File: src/rtl/stream_demux.sv
// rtl/stream_demux.sv - slave-side crossbar router: steers each packet to one master by its head-beat dest
// Two-entry skid FIFO keeps s_ready_o registered; packets with an out-of-range dest are swallowed and counted.
module stream_demux #(
    parameter int T_DATA_WIDTH = 8,
    parameter int S_DATA_COUNT = 2,
    parameter int M_DATA_COUNT = 3,
    parameter int PORT_ID      = 0,
    localparam int T_ID___WIDTH = $clog2(S_DATA_COUNT),
    localparam int T_DEST_WIDTH = $clog2(M_DATA_COUNT)
) (
    input  logic                    clk,
    input  logic                    rst_n,
    input  logic [T_DATA_WIDTH-1:0] s_data_i,
    input  logic [T_DEST_WIDTH-1:0] s_dest_i,
    input  logic                    s_last_i,
    input  logic                    s_valid_i,
    output logic                    s_ready_o,
    output logic [T_DATA_WIDTH-1:0] m_data_o,
    output logic                    m_last_o,
    output logic [M_DATA_COUNT-1:0] m_valid_o,
    output logic [T_ID___WIDTH-1:0] m_id_o,
    input  logic [M_DATA_COUNT-1:0] m_ready_i,
    output logic [7:0]              drop_cnt_o,
    output logic                    busy_o
);

    localparam logic [T_DEST_WIDTH:0] DEST_LIMIT = (T_DEST_WIDTH+1)'(M_DATA_COUNT);

    typedef enum logic [1:0] {HEAD, BODY, DROP} state_e;

    state_e                  state_q, state_d;
    logic [T_DATA_WIDTH-1:0] data_q     [2];
    logic                    last_q     [2];
    logic [T_DEST_WIDTH-1:0] ent_dest_q [2];
    logic                    rd_ptr_q, wr_ptr_q;
    logic [1:0]              count_q, count_d;
    logic [T_DEST_WIDTH-1:0] dest_q, dest_d;
    logic [7:0]              drop_cnt_q;
    logic                    ready_q, busy_q;

    logic                    accept, dest_ok, push, pop, drop_hit;
    logic [T_DEST_WIDTH-1:0] push_dest, head_dest;

    assign accept    = s_valid_i && ready_q;
    assign dest_ok   = {1'b0, s_dest_i} < DEST_LIMIT;
    assign head_dest = ent_dest_q[rd_ptr_q];
    // Only the targeted master's ready matters; the head blocks everything behind it.
    assign pop       = (count_q != 2'd0) && m_ready_i[head_dest];

    always_comb begin
        state_d   = state_q;
        dest_d    = dest_q;
        push      = 1'b0;
        push_dest = dest_q;
        drop_hit  = 1'b0;
        if (accept) begin
            case (state_q)
                HEAD: begin
                    if (dest_ok) begin
                        push      = 1'b1;
                        push_dest = s_dest_i;
                        dest_d    = s_dest_i;
                        if (!s_last_i) state_d = BODY;
                    end else begin
                        drop_hit = 1'b1;
                        if (!s_last_i) state_d = DROP;
                    end
                end
                BODY: begin
                    push = 1'b1;
                    if (s_last_i) state_d = HEAD;
                end
                DROP: begin
                    if (s_last_i) state_d = HEAD;
                end
                default: state_d = HEAD;
            endcase
        end
        case ({push, pop})
            2'b10:   count_d = count_q + 2'd1;
            2'b01:   count_d = count_q - 2'd1;
            default: count_d = count_q;
        endcase
    end

    always_ff @(posedge clk or negedge rst_n) begin
        if (!rst_n) begin
            state_q    <= HEAD;
            count_q    <= 2'd0;
            rd_ptr_q   <= 1'b0;
            wr_ptr_q   <= 1'b0;
            dest_q     <= '0;
            drop_cnt_q <= 8'd0;
            ready_q    <= 1'b0;
            busy_q     <= 1'b0;
            for (int i = 0; i < 2; i++) begin
                data_q[i]     <= '0;
                last_q[i]     <= 1'b0;
                ent_dest_q[i] <= '0;
            end
        end else begin
            state_q <= state_d;
            count_q <= count_d;
            dest_q  <= dest_d;
            if (push) begin
                data_q[wr_ptr_q]     <= s_data_i;
                last_q[wr_ptr_q]     <= s_last_i;
                ent_dest_q[wr_ptr_q] <= push_dest;
                wr_ptr_q             <= ~wr_ptr_q;
            end
            if (pop) rd_ptr_q <= ~rd_ptr_q;
            if (drop_hit && (drop_cnt_q != 8'hFF)) drop_cnt_q <= drop_cnt_q + 8'd1;
            // Look-ahead on next count so a pop at full reopens ready one cycle later.
            ready_q <= (state_d == DROP) || (count_d < 2'd2);
            busy_q  <= (state_d != HEAD) || (count_d != 2'd0);
        end
    end

    assign s_ready_o  = ready_q;
    assign m_data_o   = data_q[rd_ptr_q];
    assign m_last_o   = last_q[rd_ptr_q];
    assign m_valid_o  = (count_q != 2'd0) ? (M_DATA_COUNT'(1) << head_dest) : '0;
    assign m_id_o     = T_ID___WIDTH'(PORT_ID);
    assign drop_cnt_o = drop_cnt_q;
    assign busy_o     = busy_q;

endmodule

File: config.mk
export PLATFORM = sky130hd
export DESIGN_NAME = stream_demux
export DESIGN_NICKNAME = d
export VERILOG_FILES = /design/src/rtl/stream_demux.sv
export SDC_FILE = /design/constraint.sdc
export NUM_CORES = 1
export LEC_CHECK = 0
export CAP_MARGIN = 40
export CORE_UTILIZATION = 52
export CTS_BUF_LIST = sky130_fd_sc_hd__clkbuf_4
export CTS_CLUSTER_DIAMETER = 80
export DETAILED_ROUTE_END_ITERATION = 7
export PLACE_DENSITY = 0.88
export SLEW_MARGIN = 15
export SYNTH_ARGS = -nofsm -noshare
export SYNTH_HDL_FRONTEND = slang
export SYNTH_SLANG_ARGS = --single-unit
File: constraint.sdc
create_clock -name clk -period 3.5 [get_ports clk]
set_clock_uncertainty 0.2 [all_clocks]
set_input_delay 0.7 -clock clk [delete_from_list [all_inputs] [get_ports clk]]
set_output_delay 0.7 -clock clk [all_outputs]
set_load 0.02 [all_outputs]
-- After elaboration in Yosys (flattened, before gate mapping)
Cells that the tools add are included.
- RAM bits: 0
- bits in latches: 0
- bits in read-only memories: 0
- register bits after elaboration: 40
- output and inout bits: 23
- memories: 0
- divide/modulo/power cells: 0
- magnitude comparators: 6
- add/sub/neg operators: 3
- reduce and logical (&&, ||, !) cells: 11
- equality and inequality tests: 6
- multiply operators: 0
- bitwise operators: 4
- muxes and demuxes: 37
- shift-type cells: 1
- operators by type and width (operator ; number):
    8-bit 2-to-1 mux ; 4
    2-bit 2-to-1 mux ; 12
    16-bit bitwise mux ; 1
    1-bit 2-to-1 mux ; 10
    8-bit by 1-bit adder with 8-bit output, second input constant ; 1
    8-bit demux with 1-bit select ; 1
    8-bit inequality test, second input constant ; 1
    2-bit one-hot mux with 2 select lines ; 2
    2-bit equality test, second input constant ; 3
    2-bit nonzero test ; 3
    4-bit bitwise mux ; 1
    2-bit by 1-bit equality test with 1-bit output, second input constant ; 2
    2-bit >= comparator, second input constant ; 2
    1-bit logical AND ; 4
    2-bit less-than comparator, second input constant ; 2
    1-bit inverter with 2-bit output ; 2
    2-bit by 3-bit less-than comparator with 1-bit output, second input constant ; 1
    3-bit 2-to-1 mux ; 1
    1-bit by 2-bit left shift with 3-bit output, first input constant ; 1
    2-bit by 1-bit adder with 2-bit output, second input constant ; 1
    1-bit binary-select mux with 2-bit select ; 1
    2-bit bitwise mux ; 1
    2-bit demux with 1-bit select ; 1
    2-bit zero test ; 1
    other kinds (7) ; 9

-- Logic depth before layout (Yosys ltp)
Gate-level depths: netlist of run 1.
- word-level depth: 11
- depth in mapped cells: 9
- mapped depth without buffers: 9

-- Worst setup path before layout of run 1
OpenSTA, ideal clock, no wires.
- kind: in2reg
- from: input s_dest_i[0]
- to: register busy_q (netlist: busy_o)
- stages on the path: 8
- arrival: 2055 ps
- setup time: 139 ps
- buffers on the path: 0
- setup slack: 1106 ps
- cells stage by stage: nand2_1 a31oi_1 or2_2 ha_1 xnor2_1 nor2_1 xor2_1 or4_1
- cells in the longest elaborated chain, start to end: 8
- elaborated cells between the ends (all ways): 13
- classes of those cells: order compare (1); eq/ne (2); mux (7); reduce/logical (3)
- RTL lines (element ; RTL line ; RTL):
    start, declared ; 14 ; input logic [T_DEST_WIDTH-1:0] s_dest_i,
    2-bit less-than comparator * ; 45 ; assign dest_ok = {1'b0, s_dest_i} < DEST_LIMIT;
    1-bit 2-to-1 mux * ; 59 ; if (dest_ok) begin
    1-bit one-hot mux with 2 select lines * ; 57 ; case (state_q)
    1-bit 2-to-1 mux * ; 56 ; if (accept) begin
    2-bit by 1-bit equality test with 1-bit output / 2-bit equality test (equally long branches) ; 79 ; case ({push, pop})
    2-bit one-hot mux with 2 select lines * ; 79 ;
    net count_d[1] ; 36 ; logic [1:0] count_q, count_d;
    2-bit nonzero test * ; 115 ; busy_q <= (state_d != HEAD) || (count_d != 2'd0);
    1-bit logical OR * ; 115 ;
    end signal, assigned ; 115 ;
    end, declared ; 39 ; logic ready_q, busy_q;
Mark *: on every way through the listed nets, which the timed path passes. The rest lies on a longest branch.
A chain may end at the register's enable or synchronous reset.

-- Worst setup path in the final report of run 1
- from: register rd_ptr_q
- to: output m_valid_o[2]
- cells in the longest elaborated chain, start to end: 6
- RTL lines (element ; RTL line ; RTL):
    start, declared ; 35 ; logic rd_ptr_q, wr_ptr_q;
    start signal, assigned ; 111 ; if (pop) rd_ptr_q <= ~rd_ptr_q;
    1-bit inverter with 2-bit output (not written as such) ; 46 ; assign head_dest = ent_dest_q[rd_ptr_q];
    2-bit 2-to-1 mux (not written as such) (3 in series) ; 46 ;
    1-bit by 2-bit left shift with 3-bit output ; 122 ; assign m_valid_o = (count_q != 2'd0) ? (M_DATA_COUNT'(1) << head_dest) : '0;
    3-bit 2-to-1 mux ; 122 ;
    end, declared ; 20 ; output logic [M_DATA_COUNT-1:0] m_valid_o,
Every way passes these cells. The select of a mux whose other input is x is not followed.

==> flow_summary.toml, run 1 <==
[yosys]
ys_top_cells_by_count = "dfrtp_1, mux2_2, xnor2_1"
synthArstFlopShare_pct = 100
ys.flop_type = "dfrtp_1"
synth_most_common_cell = "dfrtp_1"
yosysTopAreaCellShare_pct = 52.7
syn_inst = 148
ys_seq_area_share_pct = 52.7
postSynthAreaPerCell_sq_um = 12.8
syn_nets = 171
synth-seq-cells = 40
syn-cell-area_sq_um = 1900
synth_cell_types = 32
synth_edf_count = 0
synth_warnings = 0
synthTopCellsByArea = "dfrtp_1, mux2_2, ha_1"
synth_top_area_cell = "dfrtp_1"

[min_path]
hp-class = "reg2reg"

[clocking]
clock-root-buffer = "clkbuf_4"
clockBufferDepth = 2
cts_buffers = 5
path_clk_slew_ps = 110
cts_tree = "done"
clk_latency_ps = 340
htreeDepth = 2
clock-sinks = 40

[floorplanning]
die-area_sq_um = 3900
fp.dieW_um = 62.4
initial_core_util_pct = 55.6
core_sq_um = 3420
die_h_um = 62.4
rows = 21
ios = 40

[final_layout]
fill_cells = 245
diodes = 0
fin_nets = 216
layout-drive-gt1-share_pct = 24.9
post-route-util_pct = 70.4
area_delta_synth_final_pct = 26.8

[timing]
fin_crit_sh_pct = 91.5
finalSetupViolCount = 0
hold_viol = 0
drv_slew = 0
fin_tns_setup_ps = 0
max_freq_ghz = 0.312
rsz0062_at_grt = "false"
finalCriticalPeriod_ps = 3200

[global_routing]
grt_usage_pct = 21.6
grt_max_degree = 41
overflow = 0
grt_pass1_vias = 1380
grt_pass1_wl_mm = 6.40
grtUsageMet1_pct = 24.9
use_met2_pct = 38.6
antenna_found_initial = 0
grtUsageMet3_pct = 6.57
top_usage_layer = "met2"

[pwr]
ir_drop_mv = 0.519
power_density_nw_per_um2 = 901
p_leak_nw = 1.04

[setup_path]
crit_path_start_kind = "register"
slowest_stage = "clkdlybuf4s50_1"
worstPathBufferInverterCount = 1
crit_required_ps = 2600
end_kind = "output port"
max_stage_delay_ps = 610
crit_fanout = 12
critical_path_class = "reg2out"
critPathTopFamily = "buffers and inverters"
cp_data_arrival_time_ps = 2300
crit_path_cell_trace = "mux2i_1 > o21ai_0 > nor2_1 > clkdlybuf4s50_1"

[placement]
io_buffers = 38
hpwl_mm = 2.80
gp_congestion = 0.843

[routing]
wl_mm = 3.77
drc = 0
drt_iter0_drc = 83
avgViaCountPerCell = 5.42
first_pass_iters = 4
wl_per_cell_um = 15.8
vias = 1295
ant_nets = 0

[outcome]
outcome = "completed"

[job]
max_cap_viol_count = 0
-- placed cells by master, fill, tap and decap left out, types with 2 or more instances in the layout --
cell type / count
o22a_1: 2
o21ai_0: 4
nand2_1: 5
xnor2_1: 8
mux2_2: 32
inv_1: 6
dfrtp_1: 39
nor2_1: 7
nor3_1: 2
clkbuf_4: 5
or2_2: 2
and3_1: 3
xor2_1: 4
mux2i_1: 4
nand4_1: 3
ha_1: 6
nor3b_1: 2
clkinv_1: 2
buf_4: 2
clkdlybuf4s50_1: 37
-- path summary, 6_finish.rpt --
kind / start / to / slack, ps / cells past startpoint
worst max-delay path: rd_ptr_q / m_valid_o[2] / 300 / 4
worst max register to register: rd_ptr_q / busy_o / 720 / 7
min in group asynchronous: rst_n / data_q[11] / 520 / 2
worst min-delay path: data_q[15] / data_q[15] / 310 / 1
worst min register to register: data_q[15] / data_q[15] / 310 / 1
max in group asynchronous: rst_n / rd_ptr_q / 2140 / 3
-- state kept, by name, indices dropped and copies added (netlist names) --
name,cells
data_q,16
busy_o,1
count_q,2
dest_q,2
drop_cnt_o,8
ent_dest_q,4
last_q,2
s_ready_o,1
state_q,2
wr_ptr_q,1
rd_ptr_q,1
-- through the flow --
stage | hold WS [ps] | total power [mW] | cell area, sq um | worst slack (ps) | cells
6_report | 313 | 2.17 | 2410 | 296 | 239
3_5_place_dp | 292 | 1.96 | 2330 | 451 | 230
5_1_grt | 336 | 2.32 | 2410 | 172 | 239
2_1_floorplan | 204 | 1.53 | 1900 | 1110 | 148
4_1_cts | 279 | 2.18 | 2370 | 140 | 237
3_3_place_gp | 276 | 1.90 | 2330 | 515 | 230
-- cell type report --
class / instances / area, sq um / share of cell area [%]
sequential: 40 / 1000 / 41.7
multi-input combinational: 98 / 858 / 35.7
timing repair buffer: 42 / 420 / 17.5
tap: 46 / 57.6 / 2.39
clock buffer: 5 / 37.5 / 1.56
inverter: 6 / 22.5 / 0.936
clock inverter: 2 / 7.51 / 0.312
-- report_power, final --
| part | switching (mW) | internal [mW] | total [mW] |
|---|---|---|---|
| clock | 0.138 | 0.0702 | 0.209 |
| sequential | 0.149 | 0.667 | 0.816 |
| combinational | 0.538 | 0.604 | 1.14 |
-- routing by layer --
| metal | wire, um | part of all wire, % | up-vias |
|---|---|---|---|
| li1 | - | - | 615 |
| met4 | 40 | 1.1 | 0 |
| met5 | 0 | 0 | - |
| met3 | 178 | 4.7 | 6 |
| met1 | 1540 | 41 | 637 |
| met2 | 2010 | 53 | 37 |
-- logic make-up after synthesis --
| group | after synthesis | share of synthesized area, % |
|---|---|---|
| other | 1 | 0.198 |
| DFF | 40 | 52.7 |
| AOI/OAI and AO/OA | 12 | 5.14 |
| muxes | 36 | 21.1 |
| adders and majority gates | 6 | 3.96 |
| and+or+nand+nor | 31 | 9.03 |
| xor gates and xnor gates | 12 | 5.54 |
| buffers and inverters | 10 | 2.31 |
-- repair_timing --
| action | 4_1_cts | 5_1_grt |
|---|---|---|
| setup buffers | 0 | 0 |
| gates resized for setup | 0 | 1 |
| endpoints found under the setup margin | 0 | 1 |
| hold buffers | 0 | 1 |
| hold endpoints to repair | 0 | 7 |
Note: power is estimated with default switching activity, not from simulation.
==> run 2, diff against run 1 <==
--- a/config.mk
+++ b/config.mk
@@ -10,6 +10,7 @@
 export CTS_BUF_LIST = sky130_fd_sc_hd__clkbuf_4
 export CTS_CLUSTER_DIAMETER = 80
 export DETAILED_ROUTE_END_ITERATION = 7
+export GPL_ROUTABILITY_DRIVEN = 0
 export PLACE_DENSITY = 0.88
 export SLEW_MARGIN = 15
 export SYNTH_ARGS = -nofsm -noshare
==> results of run 2 <==
Final layout, timing and power as in run 1 (identical DEF).
